==> config.mk <==
export PLATFORM = sky130hd
export DESIGN_NAME = hamming_encode_tx
export DESIGN_NICKNAME = d
export VERILOG_FILES = /design/src/rtl/hamming_encode_tx.sv
export SDC_FILE = /design/constraint.sdc
export NUM_CORES = 1
export LEC_CHECK = 0
export BUFFER_PORTS_ARGS = -buffer_cell sky130_fd_sc_hd__buf_2
export CAP_MARGIN = 30
export CORE_AREA = 5 5 54 56
export CTS_CLUSTER_SIZE = 12
export DETAILED_ROUTE_END_ITERATION = 8
export DIE_AREA = 0 0 59 61
export MAX_ROUTING_LAYER = met4
export PLACE_DENSITY = 0.67
export SYNTH_ARGS = -nofsm -noshare
export SYNTH_HDL_FRONTEND = slang
export SYNTH_SLANG_ARGS = --single-unit
==> constraint.sdc <==
create_clock -name clk -period 1.78 [get_ports clk]
set_clock_uncertainty 0.1 [all_clocks]
set_input_delay 0.089 -clock clk [delete_from_list [all_inputs] [get_ports clk]]
set_output_delay 0.089 -clock clk [all_outputs]
set_load 0.005 [all_outputs]
==> src/rtl/hamming_encode_tx.sv <==
// Serial Hamming(7,4) transmitter: accepts a nibble by valid/ready, then sends
// a start bit and code bits c[0..6] = {d0,d1,d2,d3,p0,p1,p2}, one per clock.
module hamming_encode_tx #(
  parameter int unsigned GAP = 0
) (
  input  logic       clk,
  input  logic       rst_n,
  input  logic [3:0] data_in,
  input  logic       valid_in,
  output logic       ready_out,
  input  logic       err_en,
  input  logic [2:0] err_pos,
  output logic       tx,
  output logic       sent
);

  localparam int unsigned CW = 7;
  localparam int unsigned IW = 3;
  localparam int unsigned GW = 4;
  localparam logic [IW-1:0] LAST_IDX = IW'(CW - 1);
  localparam logic [GW-1:0] GAP_LAST = (GAP == 0) ? '0 : GW'(GAP - 1);

  typedef enum logic [1:0] {
    S_IDLE,
    S_START,
    S_BIT,
    S_GAP
  } state_t;

  state_t        r_state, w_state;
  logic [IW-1:0] r_idx,   w_idx;
  logic [GW-1:0] r_gcnt,  w_gcnt;
  logic [CW-1:0] r_sr,    w_sr;
  logic          r_tx,    w_tx;
  logic          r_sent,  w_sent;
  logic [CW-1:0] w_code;
  logic          w_accept;

  // Code word with optional single-bit fault; err_pos 7 shifts the mask out.
  always_comb begin
    w_code    = '0;
    w_code[0] = data_in[0];
    w_code[1] = data_in[1];
    w_code[2] = data_in[2];
    w_code[3] = data_in[3];
    w_code[4] = data_in[0] ^ data_in[1] ^ data_in[2];
    w_code[5] = data_in[0] ^ data_in[1] ^ data_in[3];
    w_code[6] = data_in[0] ^ data_in[2] ^ data_in[3];
    if (err_en) begin
      w_code = w_code ^ (CW'(1) << err_pos);
    end
  end

  always_comb begin
    ready_out = 1'b0;
    case (r_state)
      S_IDLE:  ready_out = 1'b1;
      S_BIT:   ready_out = (r_idx == LAST_IDX) && (GAP == 0);
      S_GAP:   ready_out = (r_gcnt == '0);
      default: ready_out = 1'b0;
    endcase
  end

  assign w_accept = valid_in && ready_out;

  // Next state; tx/sent are computed here for the following cycle.
  always_comb begin
    w_state = r_state;
    w_idx   = r_idx;
    w_gcnt  = r_gcnt;
    w_sr    = r_sr;
    w_tx    = 1'b0;
    w_sent  = 1'b0;
    case (r_state)
      S_IDLE: begin
        w_state = S_IDLE;
      end
      S_START: begin
        w_state = S_BIT;
        w_idx   = '0;
        w_tx    = r_sr[0];
        w_sr    = r_sr >> 1;
      end
      S_BIT: begin
        if (r_idx != LAST_IDX) begin
          w_idx  = r_idx + IW'(1);
          w_tx   = r_sr[0];
          w_sr   = r_sr >> 1;
          w_sent = (r_idx == LAST_IDX - IW'(1));
        end else if (GAP == 0) begin
          w_state = S_IDLE;
        end else begin
          w_state = S_GAP;
          w_gcnt  = GAP_LAST;
        end
      end
      S_GAP: begin
        if (r_gcnt == '0) begin
          w_state = S_IDLE;
        end else begin
          w_gcnt = r_gcnt - GW'(1);
        end
      end
      default: begin
        w_state = S_IDLE;
      end
    endcase
    // Accept overrides whatever the ready state would have done next.
    if (w_accept) begin
      w_state = S_START;
      w_sr    = w_code;
      w_tx    = 1'b1;
      w_sent  = 1'b0;
    end
  end

  always_ff @(posedge clk or negedge rst_n) begin
    if (!rst_n) begin
      r_state <= S_IDLE;
      r_idx   <= '0;
      r_gcnt  <= '0;
      r_sr    <= '0;
      r_tx    <= 1'b0;
      r_sent  <= 1'b0;
    end else begin
      r_state <= w_state;
      r_idx   <= w_idx;
      r_gcnt  <= w_gcnt;
      r_sr    <= w_sr;
      r_tx    <= w_tx;
      r_sent  <= w_sent;
    end
  end

  assign tx   = r_tx;
  assign sent = r_sent;

endmodule
==> metrics.md, run 1 <==
| Metric | Value |
|---|---|
| Post-Syn Nets | `between 100 and 150` |
| Clock latency at the later pin of the worst-skew pair | `between 200 and 300 ps` |
| Worst path cell trace | `ha_2 > nor4bb_4 > o311ai_4 > a21boi_2 > mux2_4` |
| Vias in the first global route | `between 800 and 900` |
| Violated checks | `negative setup slack` |
| Final worst-path cycle share | `103%` |
| TritonCTS clock tree | `done` |
| Die width | `59 um` |
| Fillers | `204` |
| Die area | `0.00360 mm^2` |
| FMAX | `0.547 GHz` |
| Vias per cell | `5.06` |
| Antenna Nets Post-Route | `0` |
| Synth cell types | `34` |
| Synth area leaders | `dfrtp_1 39%, mux2i_1 9.6%, ha_1 8.7%` |
| Yosys warnings | `0` |
| HP Start | `data_in[2]` |
| Avg WL per Cell | `about 12 um` |
| First-pass GRT wire length | `3.54 mm` |
| Final hold slack | `between 20 and 30 ps` |
| Final instance area | `0.00150 mm^2` |
| CTS Root Cell | `clkbuf_4` |
| Fin. max-slew vios | `0` |
| DR vias | `876` |
| DRC | `0` |
| Cell depth of the worst flop-to-flop path | `5` |
| Die Ht | `61 um` |
| CP Launch Point | `r_state[1]` |
| Critical-path top delay cell | `dfrtp_2` |
| Hold Vio Cnt, Final | `0` |
| Diodes inserted | `0` |
| Synth Area per Inst | `roughly 11 um^2` |
| Max-cap violations | `0` |
| Worst-path clk slew | `roughly 110 ps` |
| Initial Util | `48.1%` |
| Worst Path Class, Setup | `reg2reg` |
| Setup TNS | `-85.4 ps` |
| Post-synth EDFFs | `0` |
| Register area share after synthesis | `39.3%` |
| Slew HR | `73.4%` |
| Pwr Density | `1260 mW/mm^2` |
| Placed Area | `0.00137 mm^2` |
| Synth Cell Area | `0.00115 mm^2` |
| Total wire length | `2.12 mm` |
| Status | `finished with violations` |
| PortBufs | `13` |
| Placer congestion estimate | `0.742` |
| Crit start category | `flip-flop` |
| Total track usage | `13.7%` |
| Cts bufs inserted | `3` |
| Crit path largest cell delay | `roughly 420 ps` |
| I/O pin count | `14` |
| Worst slew pin tran | `about 400 ps` |
| Core region area | `0.00239 mm^2` |
| CP Data Required Time | `1850 ps` |
| Worst R2R End | `r_state[1]` |
| Post-synth top area share | `39.3%` |
| Clock Tree Buf Depth | `2` |
| Syn-to-layout area delta | `30.8%` |
| End point of the critical path | `r_state[1]` |
| DP Wirelength | `1.59 mm` |
| DRT Pass-1 Iters | `4` |
| R2r setup slk | `-50 ps` |
| H-tree depth | `1` |
| Mapped Cells | `106` |
| Peak supply drop | `0.730 mV` |
| Yosys reg bits | `18` |
| Final min period | `1830 ps` |
| Final Setup Violations | `5` |
| WP data arrival | `1900 ps` |
| CP Capture Type | `flip-flop` |
| LEAKAGE | `between 0.6 and 0.7 nW` |
| Initial antenna violation count | `0` |
| Multi-input logic area | `711 um^2` |
| Clk sinks | `18` |
| Final worst setup slack | `-48.3 ps` |
| Worst Hold Class | `in2reg` |
| Pre-CTS setup slack | `-40.9 ps` |
| Pin count of the biggest net entering global routing | `19` |
| Post-route total power | `between 1.5 and 2 mW` |
| Synth Flop Type | `dfrtp_1` |
| Row count | `18` |
| Unrepaired setup endpoints after global routing | `yes` |
| Worst R2R Start | `r_state[1]` |
| Initial DRC count | `16` |
| Area occupied by registers | `452 um^2` |
| Async SR Flop Fraction | `100%` |
| Area leader, netlist | `dfrtp_1` |
| Overflow after GRT | `0` |
| Layout cells sized above 1 | `39.9%` |
| # nets final | `roughly 160` |
| CP max FO | `4` |
[timing repair]
| action | in CTS | in global routing |
|---|---|---|
| pin swaps | 4 | 1 |
| setup endpoints to repair | 6 | 8 |
| resized for setup | 6 | 9 |
| hold endpoints to repair | 18 | 0 |
| hold buffers | 1 | 0 |
| gates cloned | 0 | 0 |
| buffers inserted | 2 | 3 |
[stage by stage]
| step | cells | util (%) |
|---|---|---|
| floorplan | 106 | - |
| global placement | 164 | 57.4 |
| detailed placement | 164 | 57.4 |
| CTS | 170 | 60.3 |
| global route | 173 | 62.8 |
| finish | 173 | 62.8 |
[how the worst min path moves through the flow]
stage,to,slack [ps],cells past startpoint
after global routing,r_sr[1],50,3
after detailed placement,sent,-60,1
after floorplan,r_gcnt[0],-310,0
after CTS,r_sr[1],20,3
final,r_sr[2],30,3
after global placement,sent,-60,1
[synth_stat cells (2+ instances only)]
| cell type | number |
|---|---|
| nand2b_1 | 2 |
| inv_1 | 8 |
| nand2_1 | 8 |
| xor2_1 | 3 |
| nor3_1 | 4 |
| nand4b_1 | 2 |
| ha_1 | 8 |
| xnor2_1 | 10 |
| o21ai_0 | 6 |
| nor3b_1 | 2 |
| mux2i_1 | 11 |
| a21oi_1 | 3 |
| dfrtp_1 | 18 |
[placed cells by master (no fill, tap or decap), types with 2 or more instances in the layout]
| cell type | synthesis | layout |
|---|---|---|
| a21oi_1 | 3 | 2 |
| buf_2 | 0 | 13 |
| buf_4 | 1 | 18 |
| buf_6 | 0 | 3 |
| clkbuf_4 | 0 | 3 |
| dfrtp_1 | 18 | 17 |
| ha_1 | 8 | 5 |
| ha_2 | 0 | 2 |
| inv_1 | 8 | 7 |
| inv_2 | 1 | 2 |
| mux2i_1 | 11 | 8 |
| mux2i_2 | 0 | 3 |
| nand2_1 | 8 | 8 |
| nand2b_1 | 2 | 2 |
| nand4b_1 | 2 | 2 |
| nor3_1 | 4 | 3 |
| nor3b_1 | 2 | 2 |
| o21ai_0 | 6 | 6 |
| xnor2_1 | 10 | 10 |
| xor2_1 | 3 | 3 |
[worst max-delay path, delay by kind of cell, from the launching register on]
kind	cells	cell delay, ps
adder cells (fa/ha/maj)	1	200
AND/OR/NAND/NOR	1	400
AO/OA/AOI/OAI	2	300
multiplexers	1	300
flip-flops	1	420
[layer usage]
metal  up-vias  track usage, %  share of wire (%)  wire [um]
li1        447               -                  -          -
met1       408            15.4                 43        918
met2        17            23.5                 51       1080
met3         4            2.13                3.8         81
met4         0            6.80                1.8         38
met5         -               -                  0          0
[cells by family after synthesis]
logic type	synth area share, %
xor+xnor	9.92
simple gates	14.8
fa+ha+maj	8.72
buf+inv	3.60
flops	39.3
mux	11.9
compound gates	11.8
[registers in the layout, summed over array words and instances (netlist names)]
signal and flops:
r_sr 7, r_idx 3, sent 1, tx 1, r_gcnt 4, r_state 2
[report_power, final]
group | internal [mW] | leakage, nW | switching [mW] | total [mW]
registers | 0.537 | 0.231 | 0.0879 | 0.625
logic | 0.602 | 0.453 | 0.468 | 1.07
clock network | 0.0785 | 0.0138 | 0.121 | 0.199
[area by class of cell]
class,count,share of cell area (%)
inverters,9,2.25
multi-input cells,78,47.4
repair buffers,35,16.3
well taps,30,2.50
flip-flops and latches,18,30.1
clock buffers,3,1.50
No activity file was read; power rests on OpenSTA's default activity.
==> run 2, diff against run 1 <==
- ABC_CLOCK_PERIOD_IN_PS: not set -> 1780
- GPL_TIMING_DRIVEN: not set -> 0
- SLEW_MARGIN: not set -> 20
==> metrics.md, run 2 (synthesis gave the netlist of run 1 again) <==
| Metric | Value |
|---|---|
| # nets final | `157` |
| Critical-path top delay cell | `dfrtp_1` |
| Max reg flops | `7` |
| DRC | `0` |
| Placed Area | `0.00126 mm^2` |
| Clock Tree Buf Depth | `2` |
| Final worst setup slack | `-96.8 ps` |
| LEAKAGE | `0.670 nW` |
| DP Wirelength | `1.56 mm` |
| Clk sinks | `18` |
| HP Start | `data_in[1]` |
| CP Data Required Time | `~1900 ps` |
| Worst-path clk slew | `100 ps` |
| Unrepaired setup endpoints after global routing | `yes` |
| Placed Cells | `149` |
| Syn-to-layout area delta | `25.5%` |
| DR vias | `867` |
| H-tree depth | `1` |
| CP max FO | `4` |
| Setup TNS | `-152 ps` |
| Crit start category | `flip-flop` |
| Final instance area | `0.00144 mm^2` |
| Worst Hold Class | `in2reg` |
| Diodes inserted | `0` |
| Initial antenna violation count | `0` |
| Final worst-path cycle share | `105%` |
| Worst path cell trace | `inv_2 > ha_4 > and3_4 > o311ai_4 > a21boi_2 > mux2_4` |
| Status | `finished with violations` |
| Avg WL per Cell | `between 10 and 15 um` |
| Regs by FF count | `r_sr (7), r_gcnt (4), r_idx (3)` |
| Die Ht | `61 um` |
| Total wire length | `2.18 mm` |
| DRT Pass-1 Iters | `4` |
| PortBufs | `13` |
| Fin. max-slew vios | `0` |
| CP Capture Type | `flip-flop` |
| WP data arrival | `1960 ps` |
| Crit path largest cell delay | `410 ps` |
| Placer congestion estimate | `0.774` |
| FMAX | `0.533 GHz` |
| Final hold slack | `16.6 ps` |
| Pwr Density | `~1200 mW/mm^2` |
| Peak supply drop | `~0.74 mV` |
| Commonest non-fill, non-tap cell in the layout | `dfrtp_1` |
| Die area | `0.00360 mm^2` |
| Top reg by flops | `r_sr` |
| CP delay by family, top | `compound AO/OA/AOI/OAI gates` |
| Worst Path Class, Setup | `reg2reg` |
| Initial DRC count | `13` |
| Worst slew pin tran | `515 ps` |
| Post-Route Utilization | `60.3%` |
| CP Launch Point | `r_state[0]` |
| Clock latency at the later pin of the worst-skew pair | `280 ps` |
| Vias per cell | `5.22` |
| TritonCTS clock tree | `done` |
| Hold Vio Cnt, Final | `0` |
| Pin count of the biggest net entering global routing | `19` |
| Die width | `just under 60 um` |
| Layout cells sized above 1 | `a little over a third` |
| Fillers | `205` |
| Worst R2R Start | `r_state[0]` |
| Final min period | `1880 ps` |
| Slew HR | `approximately 65%` |
| Cts bufs inserted | `3` |
| Core region area | `0.00239 mm^2` |
| Vias in the first global route | `900` |
| Overflow after GRT | `0` |
| Worst path bufs/invs | `1` |
| Post-route total power | `between 1.5 and 2 mW` |
| CTS Root Cell | `clkbuf_4` |
| First-pass GRT wire length | `approximately 3.8 mm` |
| Commonest non-fill, non-tap cells in the layout | `18 x dfrtp_1, 13 x buf_4, 13 x buf_2` |
| Pre-CTS setup slack | `-197 ps` |
| Total track usage | `14.3%` |
| Initial Util | `between 40 and 50%` |
| Max-cap violations | `0` |
| Row count | `18` |
| Fin cells | `around 170` |
| Violated checks | `negative setup slack` |
| Final Setup Violations | `2` |
| Antenna Nets Post-Route | `0` |
| I/O pin count | `14` |
## run 2: changes by cell type in the layout (fill, tap and decap cells not counted), sizes merged
cell  delta
buf      -7
## run 2: worst paths after layout
kind	endpoint	slack, ps	depth (start not counted)
setup / recovery	r_state[1]	-100	6
hold / removal	r_sr[1]	20	3
setup reg to reg	r_state[1]	-100	6
hold reg to reg	r_sr[6]	450	2
max in group asynchronous	r_idx[1]	1150	2
min in group asynchronous	r_idx[2]	150	2
## run 2: final cells by class
type / instances / area (um^2) / share of cell area, %
timing repair buffer: 27 / 176 / 12.3
inverter: 9 / 33.8 / 2.35
clock buffer: 3 / 22.5 / 1.56
multi-input combinational: 78 / 712 / 49.4
buffer: 1 / 7.51 / 0.521
sequential: 18 / 450 / 31.3
tap: 30 / 37.5 / 2.61
## run 2: metal layers
layer	global-route usage [%]	vias up	part of all wire [%]
met5	-	-	0
met3	1.49	2	4.7
met2	25.4	19	53
met4	8.41	0	0.96
li1	-	432	-
met1	15.4	414	41
## run 2: worst reg2reg max path, cell delays in order (launching register included)
cell	delay (ps)
dfrtp_1	410
inv_2	70
ha_4	170
and3_4	160
o311ai_4	310
a21boi_2	240
mux2_4	310
## run 2: where the power goes
group / internal [mW] / total [mW] / leakage [nW] / switching (mW)
clock: 0.0786 / 0.198 / 0.0138 / 0.120
combinational: 0.482 / 0.919 / 0.424 / 0.437
sequential: 0.535 / 0.611 / 0.232 / 0.0766
## run 2: repair_timing
action	CTS	global route
setup endpoints to repair	9	10
hold endpoints to repair	18	0
hold buffers	1	0
buffers inserted	11	2
resized for setup	6	7
pin swaps	4	2
==> run 3, diff against run 2 <==
==> constraint.sdc (replaced) <==
create_clock -name clk -period 1.78 [get_ports clk]
set_clock_uncertainty 0.1 [all_clocks]
set_input_delay 0.178 -clock clk [delete_from_list [all_inputs] [get_ports clk]]
set_output_delay 0.178 -clock clk [all_outputs]
set_load 0.005 [all_outputs]
==> metrics.md, run 3 (synthesis gave the netlist of run 1 again) <==
| Metric | Value |
|---|---|
| Crit path depth | `6` |
| Initial antenna violation count | `0` |
| Slew HR | `73.4%` |
| Antenna Nets Post-Route | `0` |
| R2r setup slk | `-130 ps` |
| # nets final | `around 160` |
| Internal Power | `1.11 mW` |
| Comb power frac | `53.0%` |
| Worst-path clk slew | `100 ps` |
| Pre-CTS setup slack | `-197 ps` |
| Crit start category | `flip-flop` |
| CP Capture Type | `flip-flop` |
| Layout cells sized above 1 | `between 30% and 40%` |
| Critical-path top delay cell | `dfrtp_2` |
| Total wire length | `2.26 mm` |
| Pwr Density | `1220 mW/mm^2` |
| Peak supply drop | `0.679 mV` |
| Final hold slack | `103 ps` |
| Final instance area | `roughly 0.0014 mm^2` |
| Commonest non-fill, non-tap cell in the layout | `dfrtp_1` |
| Fin. max-slew vios | `0` |
| I/O pin count | `14` |
| Vias per cell | `5.24` |
| Placed Cells | `149` |
| Clock Tree Buf Depth | `2` |
| Hold Vio Cnt, Final | `0` |
| Post-route total power | `1.76 mW` |
| Violated checks | `negative setup slack` |
| Setup TNS | `-249 ps` |
| Worst Path Class, Setup | `reg2reg` |
| Worst Hold Class | `in2reg` |
| DRC | `0` |
| Status | `finished with violations` |
| Diodes inserted | `0` |
| Worst path cell trace | `inv_2 > ha_4 > and3_4 > o311ai_4 > a21boi_2 > mux2_4` |
| Cts bufs inserted | `3` |
| CTS Root Cell | `clkbuf_4` |
| Pin count of the biggest net entering global routing | `19` |
| Die area | `0.00360 mm^2` |
| Total track usage | `14.5%` |
| LEAKAGE | `0.658 nW` |
| Fin cells | `165` |
| First-pass GRT wire length | `3.82 mm` |
| Cell depth of the worst flop-to-flop path | `6` |
| Worst slew pin tran | `399 ps` |
| Worst R2R End | `r_state[1]` |
| CP delay by family, top | `compound AO/OA/AOI/OAI gates` |
| Commonest non-fill, non-tap cells in the layout | `16 x dfrtp_1, 13 x buf_4, 13 x buf_2` |
| WP data arrival | `1990 ps` |
| Die width | `59 um` |
| Initial DRC count | `17` |
| CP max FO | `4` |
| DRT Pass-1 Iters | `4` |
| Regs by FF count | `r_sr (7), r_gcnt (4), r_idx (3)` |
| Worst path bufs/invs | `1` |
| DR vias | `864` |
| Unrepaired setup endpoints after global routing | `yes` |
| FMAX | `0.523 GHz` |
| Crit path largest cell delay | `430 ps` |
| Final Setup Violations | `2` |
| Sequential group share of total power | `between 30% and 40%` |
| Sw Share | `a little under two fifths` |
| Top reg by flops | `r_sr` |
| Final worst-path cycle share | `107%` |
| Clk sinks | `18` |
| Post-Route Utilization | `60.3%` |
| Max reg flops | `7` |
| Final min period | `approximately 1900 ps` |
| Avg WL per Cell | `13.7 um` |
| End point of the critical path | `r_state[1]` |
| Worst R2R Start | `r_state[0]` |
| Initial Util | `between 40% and 50%` |
| Row count | `18` |
| TritonCTS clock tree | `done` |
| Syn-to-layout area delta | `25.5%` |
| Clk pwr share | `11.3%` |
| Clock latency at the later pin of the worst-skew pair | `290 ps` |
| DP Wirelength | `1.56 mm` |
| Net Sw Power | `0.654 mW` |
| H-tree depth | `1` |
| Placer congestion estimate | `0.774` |
| Max-cap violations | `0` |
| CP Data Required Time | `1860 ps` |
| Vias in the first global route | `897` |
| Die Ht | `61 um` |
| Final worst setup slack | `-132 ps` |
| Placed Area | `0.00126 mm^2` |
| PortBufs | `13` |
| Overflow after GRT | `0` |
| Core region area | `0.00239 mm^2` |
| CP Launch Point | `r_state[0]` |
==> run 3: repair_timing <==
action,in CTS,in global routing
pin swaps,5,2
resized for setup,6,7
endpoints found under the hold margin,18,0
setup endpoints to repair,9,10
hold buffers,1,0
buffers inserted,12,0
==> run 3: layer usage <==
metal | up-vias | GRT usage, % | wire length [um]
met4 | 0 | 8.09 | 46
met5 | - | - | 0
met1 | 410 | 15.2 | 891
met2 | 19 | 26.2 | 1210
met3 | 4 | 1.70 | 105
li1 | 431 | - | -
==> run 3: how the worst min path moves through the flow <==
| stage | slack (ps) | from | depth (start not counted) | to |
|---|---|---|---|---|
| 2_1_floorplan | -220 | rst_n | 0 | r_gcnt[0] |
| 3_5_place_dp | 30 | rst_n | 1 | sent |
| 5_1_grt | 120 | data_in[2] | 3 | r_sr[2] |
| 3_3_place_gp | 30 | rst_n | 1 | sent |
| 6_report | 100 | data_in[1] | 3 | r_sr[1] |
| 4_1_cts | 100 | data_in[1] | 3 | r_sr[1] |
==> run 3: layout make-up <==
| type | instances | area (um^2) |
|---|---|---|
| repair buffers | 26 | 165 |
| inverters | 9 | 33.8 |
| clock buffers | 3 | 22.5 |
| well taps | 30 | 37.5 |
| fillers | 206 | 947 |
| multi-input cells | 78 | 721 |
| plain buffers | 1 | 7.51 |
| flip-flops and latches | 18 | 453 |
==> run 3: power by group through the flow <==
stage	logic [mW]	clock network (mW)	registers, mW
2_1_floorplan	0.571	0	0.610
6_report	0.933	0.200	0.628
3_3_place_gp	0.699	0	0.629
4_1_cts	0.886	0.202	0.612
5_1_grt	1.04	0.230	0.644
3_5_place_dp	0.725	0	0.634
==> run 3: tightest hold or removal path, delay by kind of cell <==
kind	cells	cell delay (ps)
buffers and inverters	1	110
XOR/XNOR	1	110
multiplexers	1	60
